### src/rtl/fetch_unit_btb.sv
// fetch_unit_btb -- PC generator for mips_core with a direct-mapped BTB.
//
// Holds the registered fetch PC and computes the combinational next PC
// (stall > redirect > BTB prediction > sequential +4). A direct-mapped
// branch target buffer with 2-bit saturating counters is looked up on
// the current PC and trained by the execute-stage resolver.
//
// Optional feature: define FETCH_PERF_EN to add two 32-bit performance
// counters (o_perf_redirects, o_perf_pred_taken).
//
// Ports:
//   clk, rst_n         clock, asynchronous active-low reset
//   i_stall            hold the PC (hazard controller)
//   i_redirect_valid   load i_redirect_pc (jump / mispredict)
//   i_redirect_pc      redirect target
//   i_update_*         BTB training from resolved control flow
//   o_pc_current       registered PC fetched this cycle
//   o_pc_next          combinational next PC (drives the sync i_cache)
//   o_pred_taken       prediction for o_pc_current
//   o_pred_target      predicted target (0 when not taken)
//   o_perf_*           performance counters (FETCH_PERF_EN only)
module fetch_unit_btb #(
  parameter int ADDR_WIDTH = 26,
  parameter int BTB_DEPTH  = 16,
  parameter int IDX_BITS   = $clog2(BTB_DEPTH)
) (
  input  logic                  clk,
  input  logic                  rst_n,
  input  logic                  i_stall,
  input  logic                  i_redirect_valid,
  input  logic [ADDR_WIDTH-1:0] i_redirect_pc,
  input  logic                  i_update_valid,
  input  logic [ADDR_WIDTH-1:0] i_update_pc,
  input  logic                  i_update_taken,
  input  logic [ADDR_WIDTH-1:0] i_update_target,
  output logic [ADDR_WIDTH-1:0] o_pc_current,
  output logic [ADDR_WIDTH-1:0] o_pc_next,
  output logic                  o_pred_taken,
  output logic [ADDR_WIDTH-1:0] o_pred_target
`ifdef FETCH_PERF_EN
  ,
  output logic [31:0]           o_perf_redirects,
  output logic [31:0]           o_perf_pred_taken
`endif
);

  localparam int TAG_W = ADDR_WIDTH - IDX_BITS - 2;

  logic                  valid_q  [BTB_DEPTH];
  logic [1:0]            ctr_q    [BTB_DEPTH];
  logic [TAG_W-1:0]      tag_q    [BTB_DEPTH];
  logic [ADDR_WIDTH-1:0] target_q [BTB_DEPTH];

  logic [ADDR_WIDTH-1:0] pc_q;

  // Lookup side (current PC).
  logic [IDX_BITS-1:0] look_idx;
  logic [TAG_W-1:0]    look_tag;
  logic                look_hit;

  // Update side (resolved instruction PC).
  logic [IDX_BITS-1:0] upd_idx;
  logic [TAG_W-1:0]    upd_tag;
  logic                upd_hit;

  logic sel_pred;

  // Byte-offset bits never participate in indexing or tagging.
  logic unused_ok;
  assign unused_ok = ^{pc_q[1:0], i_update_pc[1:0]};

  assign look_idx = pc_q[IDX_BITS+1:2];
  assign look_tag = pc_q[ADDR_WIDTH-1:IDX_BITS+2];
  assign upd_idx  = i_update_pc[IDX_BITS+1:2];
  assign upd_tag  = i_update_pc[ADDR_WIDTH-1:IDX_BITS+2];

  assign look_hit = valid_q[look_idx] && (tag_q[look_idx] == look_tag);
  assign upd_hit  = valid_q[upd_idx] && (tag_q[upd_idx] == upd_tag);

  assign o_pc_current  = pc_q;
  assign o_pred_taken  = look_hit && ctr_q[look_idx][1];
  assign o_pred_target = o_pred_taken ? target_q[look_idx] : '0;

  // Prediction only steers the PC when neither stall nor redirect wins.
  assign sel_pred = !i_stall && !i_redirect_valid && o_pred_taken;

  // NOTE: every signal assigned in always_comb gets a default first so no
  // path leaves it unassigned and no latch is inferred.
  always_comb begin
    o_pc_next = pc_q + ADDR_WIDTH'(4);
    if (i_stall)               o_pc_next = pc_q;
    else if (i_redirect_valid) o_pc_next = i_redirect_pc;
    else if (o_pred_taken)     o_pc_next = o_pred_target;
  end

  // NOTE: sequential state uses non-blocking assignments so every register
  // samples pre-edge values; this is also what makes a same-cycle lookup
  // see the BTB contents from before the update.
  always_ff @(posedge clk or negedge rst_n) begin
    if (!rst_n) pc_q <= '0;
    else        pc_q <= o_pc_next;
  end

  // Valid bits and counters carry architectural meaning and are reset.
  always_ff @(posedge clk or negedge rst_n) begin
    if (!rst_n) begin
      for (int i = 0; i < BTB_DEPTH; i++) begin
        valid_q[i] <= 1'b0;
        ctr_q[i]   <= 2'b01;
      end
    end else if (i_update_valid) begin
      if (upd_hit) begin
        if (i_update_taken) begin
          if (ctr_q[upd_idx] != 2'b11) ctr_q[upd_idx] <= ctr_q[upd_idx] + 2'd1;
        end else begin
          if (ctr_q[upd_idx] != 2'b00) ctr_q[upd_idx] <= ctr_q[upd_idx] - 2'd1;
        end
      end else if (i_update_taken) begin
        valid_q[upd_idx] <= 1'b1;
        ctr_q[upd_idx]   <= 2'b10;
      end
    end
  end

  // NOTE: tag/target storage is deliberately not reset; valid_q gates every
  // use of it, so reset only needs to clear the valid bits.
  // A taken update rewrites the target on a hit and tag+target on an
  // allocation; the tag write on a hit is a no-op since it already matches.
  always_ff @(posedge clk) begin
    if (i_update_valid && i_update_taken) begin
      tag_q[upd_idx]    <= upd_tag;
      target_q[upd_idx] <= i_update_target;
    end
  end

`ifdef FETCH_PERF_EN
  always_ff @(posedge clk or negedge rst_n) begin
    if (!rst_n) begin
      o_perf_redirects  <= '0;
      o_perf_pred_taken <= '0;
    end else begin
      if (i_redirect_valid && !i_stall) o_perf_redirects <= o_perf_redirects + 32'd1;
      if (sel_pred)                     o_perf_pred_taken <= o_perf_pred_taken + 32'd1;
    end
  end
`else
  logic unused_sel_pred;
  assign unused_sel_pred = sel_pred;
`endif

endmodule

### config.mk
export PLATFORM = sky130hd
export DESIGN_NAME = fetch_unit_btb
export DESIGN_NICKNAME = d
export VERILOG_FILES = /design/src/rtl/fetch_unit_btb.sv
export SDC_FILE = /design/constraint.sdc
export NUM_CORES = 1
export LEC_CHECK = 0
export BUFFER_PORTS_ARGS = -buffer_cell sky130_fd_sc_hd__buf_2
export CAP_MARGIN = 10
export CORE_UTILIZATION = 25
export CTS_CLUSTER_SIZE = 20
export DETAILED_ROUTE_END_ITERATION = 7
export GPL_TIMING_DRIVEN = 0
export PLACE_DENSITY_LB_ADDON = 0.1
export SYNTH_ARGS = -nofsm -noshare
export SYNTH_HDL_FRONTEND = slang
export SYNTH_SLANG_ARGS = --single-unit
### constraint.sdc
create_clock -name clk -period 3.55 [get_ports clk]
set_input_delay 0.5325 -clock clk [delete_from_list [all_inputs] [get_ports clk]]
set_output_delay 0.5325 -clock clk [all_outputs]
set_load 0.02 [all_outputs]
==> flow_summary.toml <==
[sta]
min_period_ps = 5350
fmax_ghz = 0.187
worst_slew_pin_slew_ps = 967
relSlewSlack = 0.354
setup_viol = 111
hold_slack_ps = 63.2
finalClockSkew_ps = 41.4
post-route-period-util = 1.51
fin_ws_ps = -1800
rsz0062_at_grt = "true"
finalHoldViolCount = 0
slew_violations = 0

[floorplanning]
die_width_um = 381
fp-row-count = 138
core_area_um2 = 142000
fp.dieH_um = 381
die_area_um2 = 145000
io_pins = 163
start_util = 0.252

[min_path]
holdCritStartpoint = "i_redirect_pc[11]"
hp-class = "in2reg"
worstHoldEndpoint = "o_pc_current[11]"
holdPathStages = 3

[clock_network]
cts_max_level = 3
clock-sinks = 810
cts-buffers-inserted = 95
clockRootBuffer = "clkbuf_16"
cts.path.max_buffers = 3
clk_latency_ps = 720
clk_pin_slew_ps = 60
cts_tree = "done"

[cells_and_area]
final_core_util = 0.323
area_growth_pct = 28.1
nNetsFinal = 2433
drive_gt1_frac = 0.416
layout_commonest_cell = "edfxtp_1"
final_cell_mix = "edfxtp_1, mux4_2, buf_2"

[critical_path]
r2r_slack_ps = -620
path_max_fanout = 10
crit_required_ps = 3020
r2r_cells = 14
reg2reg_to = "o_pc_current[22]"
cp-start-kind = "flop"
crit_path_end_kind = "output pin"
r2r-start = "o_pc_current[4]"
crit_arrival_ps = 4820
worstSetupPathType = "reg2out"

[yosys]
synth_edf_count = 736
synth_top_family_by_area = "multiplexers"
ys_ff_latch = 810
synth_mux_area_frac = 0.207
synth-simple-area-share = 0.0406
syn_nets = 2059
synth_xor_area_frac = 0.0152
yosysSeqAreaShare = 0.669
synth_fa_ha_area_frac = 0.00105
synth.area.top_cells = "edfxtp_1, mux4_2, dfrtp_1"
synthCells = 1972
yosysTopAreaCell = "edfxtp_1"
yosysWarnings = 0
synth_area_per_cell_um2 = 18.2
syn_area_um2 = 35800
synthDistinctLibCells = 61
synthArstFlopShare = 0.0914
synth_top_area_share = 0.617
synth-compound-area-share = 0.0476
synth_ff_type = "edfxtp_1"

[routing]
drtPass1Iterations = 5
num_vias = 21600
route.detailed.wl_per_inst_um = 33.0
routed_wl_mm = 142
drc = 0
first_iter_violations = 1756
antenna_left = 0
vias_per_cell = 5.00

[placed_design]
dp_hpwl_mm = 95.5
place.gp.congestion = 0.822
portBuffers = 156

[grt]
grt_pass1_wl_mm = 193
grt_antenna_before_repair = 21
grt_pass1_vias = 22600
grt_overflow_total = 0
grt_use_total = 0.195
grt_max_degree = 41

[status]
run_status = "complete, but fails checks"
violations = "negative setup slack"

[power]
p_per_area_nw_per_um2 = 545
peakVddDrop_v = 0.000369
leakage_nw = 15.3

[job]
cap_viol_max_count = 0
-- cell usage after synthesis, drive strengths merged, types with 14 or more instances --
| master | count |
|---|---|
| nand2b | 18 |
| a22o | 14 |
| nor2 | 51 |
| mux4 | 246 |
| o21bai | 16 |
| a21oi | 29 |
| o21ai | 49 |
| xnor2 | 35 |
| inv | 19 |
| nand2 | 64 |
| a22oi | 47 |
| nand3 | 33 |
| buf | 79 |
| a221oi | 17 |
| mux2 | 58 |
| dfrtp | 58 |
| mux2i | 121 |
| dfstp | 16 |
| xor2 | 27 |
| nor2b | 40 |
| nor4 | 15 |
| o22ai | 21 |
| clkbuf | 50 |
| edfxtp | 736 |
-- layout make-up --
class,count,area [um2]
inverter,19,91.3
sequential,810,24000
fill,13800,96000
clock inverter,52,546
timing repair buffer,279,2730
buffer,127,1140
multi-input combinational,1014,12500
tap,1890,2360
clock buffer,125,2520
antenna,2,5.00
-- worst max path at each step --
stage | start | end | slack, ps | cells past startpoint
floorplan | i_update_pc[4] | tag_q[0][0] | -710 | 7
global placement | i_update_pc[5] | target_q[14][19] | -5980 | 7
detailed placement | o_pc_current[3] | o_pc_next[25] | -3600 | 15
CTS | o_pc_current[2] | o_pc_next[19] | -1750 | 15
global route | o_pc_current[2] | o_pc_next[23] | -1870 | 14
finish | o_pc_current[4] | o_pc_next[22] | -1800 | 14
-- flip-flops by register name (all words and copies together), names as in the netlist --
register and cells:
valid_q 16, tag_q 320, o_pc_current 26, ctr_q 32
target_q 416
-- worst max-delay path: stages (launching register included) --
cell,delay (ps)
dfrtp_1,610
clkbuf_4,440
clkinvlp_4,410
mux4_2,520
xnor2_2,210
nand4_1,280
a2111oi_2,320
nand4b_1,170
buf_6,180
buf_12,150
clkbuf_16,180
nor2b_4,210
a21oi_4,40
o21ai_2,170
buf_6,150
-- report_power, final --
part	switching (mW)	leakage [nW]	internal [mW]	total [mW]
clock network	4.16	1.48	5.55	9.71
logic	2.56	6.32	1.84	4.40
registers	0.266	7.48	10.6	10.9
total	6.98	15.3	18.0	25.0
-- logic make-up (layout without fill, tap and decap cells) --
group / Yosys count / count (layout)
AOI/OAI and AO/OA: 243 / 243
xor gates and xnor gates: 62 / 62
adders and majority gates: 3 / 3
buffers and inverters: 148 / 602
DFF: 810 / 810
muxes: 425 / 425
other: 0 / 2
and+or+nand+nor: 281 / 281
-- per-layer routing --
| metal | wire [um] | global-route usage | vias to the layer above |
|---|---|---|---|
| met3 | 7220 | 0.0365 | 172 |
| met5 | 94 | 0 | - |
| met4 | 3520 | 0.0490 | 14 |
| met1 | 61100 | 0.256 | 11700 |
| met2 | 70600 | 0.329 | 745 |
| li1 | - | - | 8921 |
-- per-stage QoR --
step | std cells | setup TNS (ps) | cell area (um2) | setup WS [ps] | power [mW]
after floorplan | 1972 | -178080 | 36400 | -709 | 13.3
after global placement | 4018 | -2864720 | 39600 | -5980 | 15.1
after detailed placement | 4059 | -598080 | 40500 | -3600 | 15.1
after CTS | 4287 | -102160 | 45200 | -1750 | 25.2
after global routing | 4317 | -112880 | 45900 | -1870 | 25.8
final | 4318 | -105110 | 45900 | -1800 | 25.0
-- timing repair --
item	4_1_cts	5_1_grt
endpoints found under the setup margin	259	185
setup buffers	46	37
hold buffers	2	0
gates cloned	4	1
gates resized for setup	286	118
hold endpoints to repair	19	0
pin swaps	27	21
Note: power is estimated with default switching activity, not from simulation.
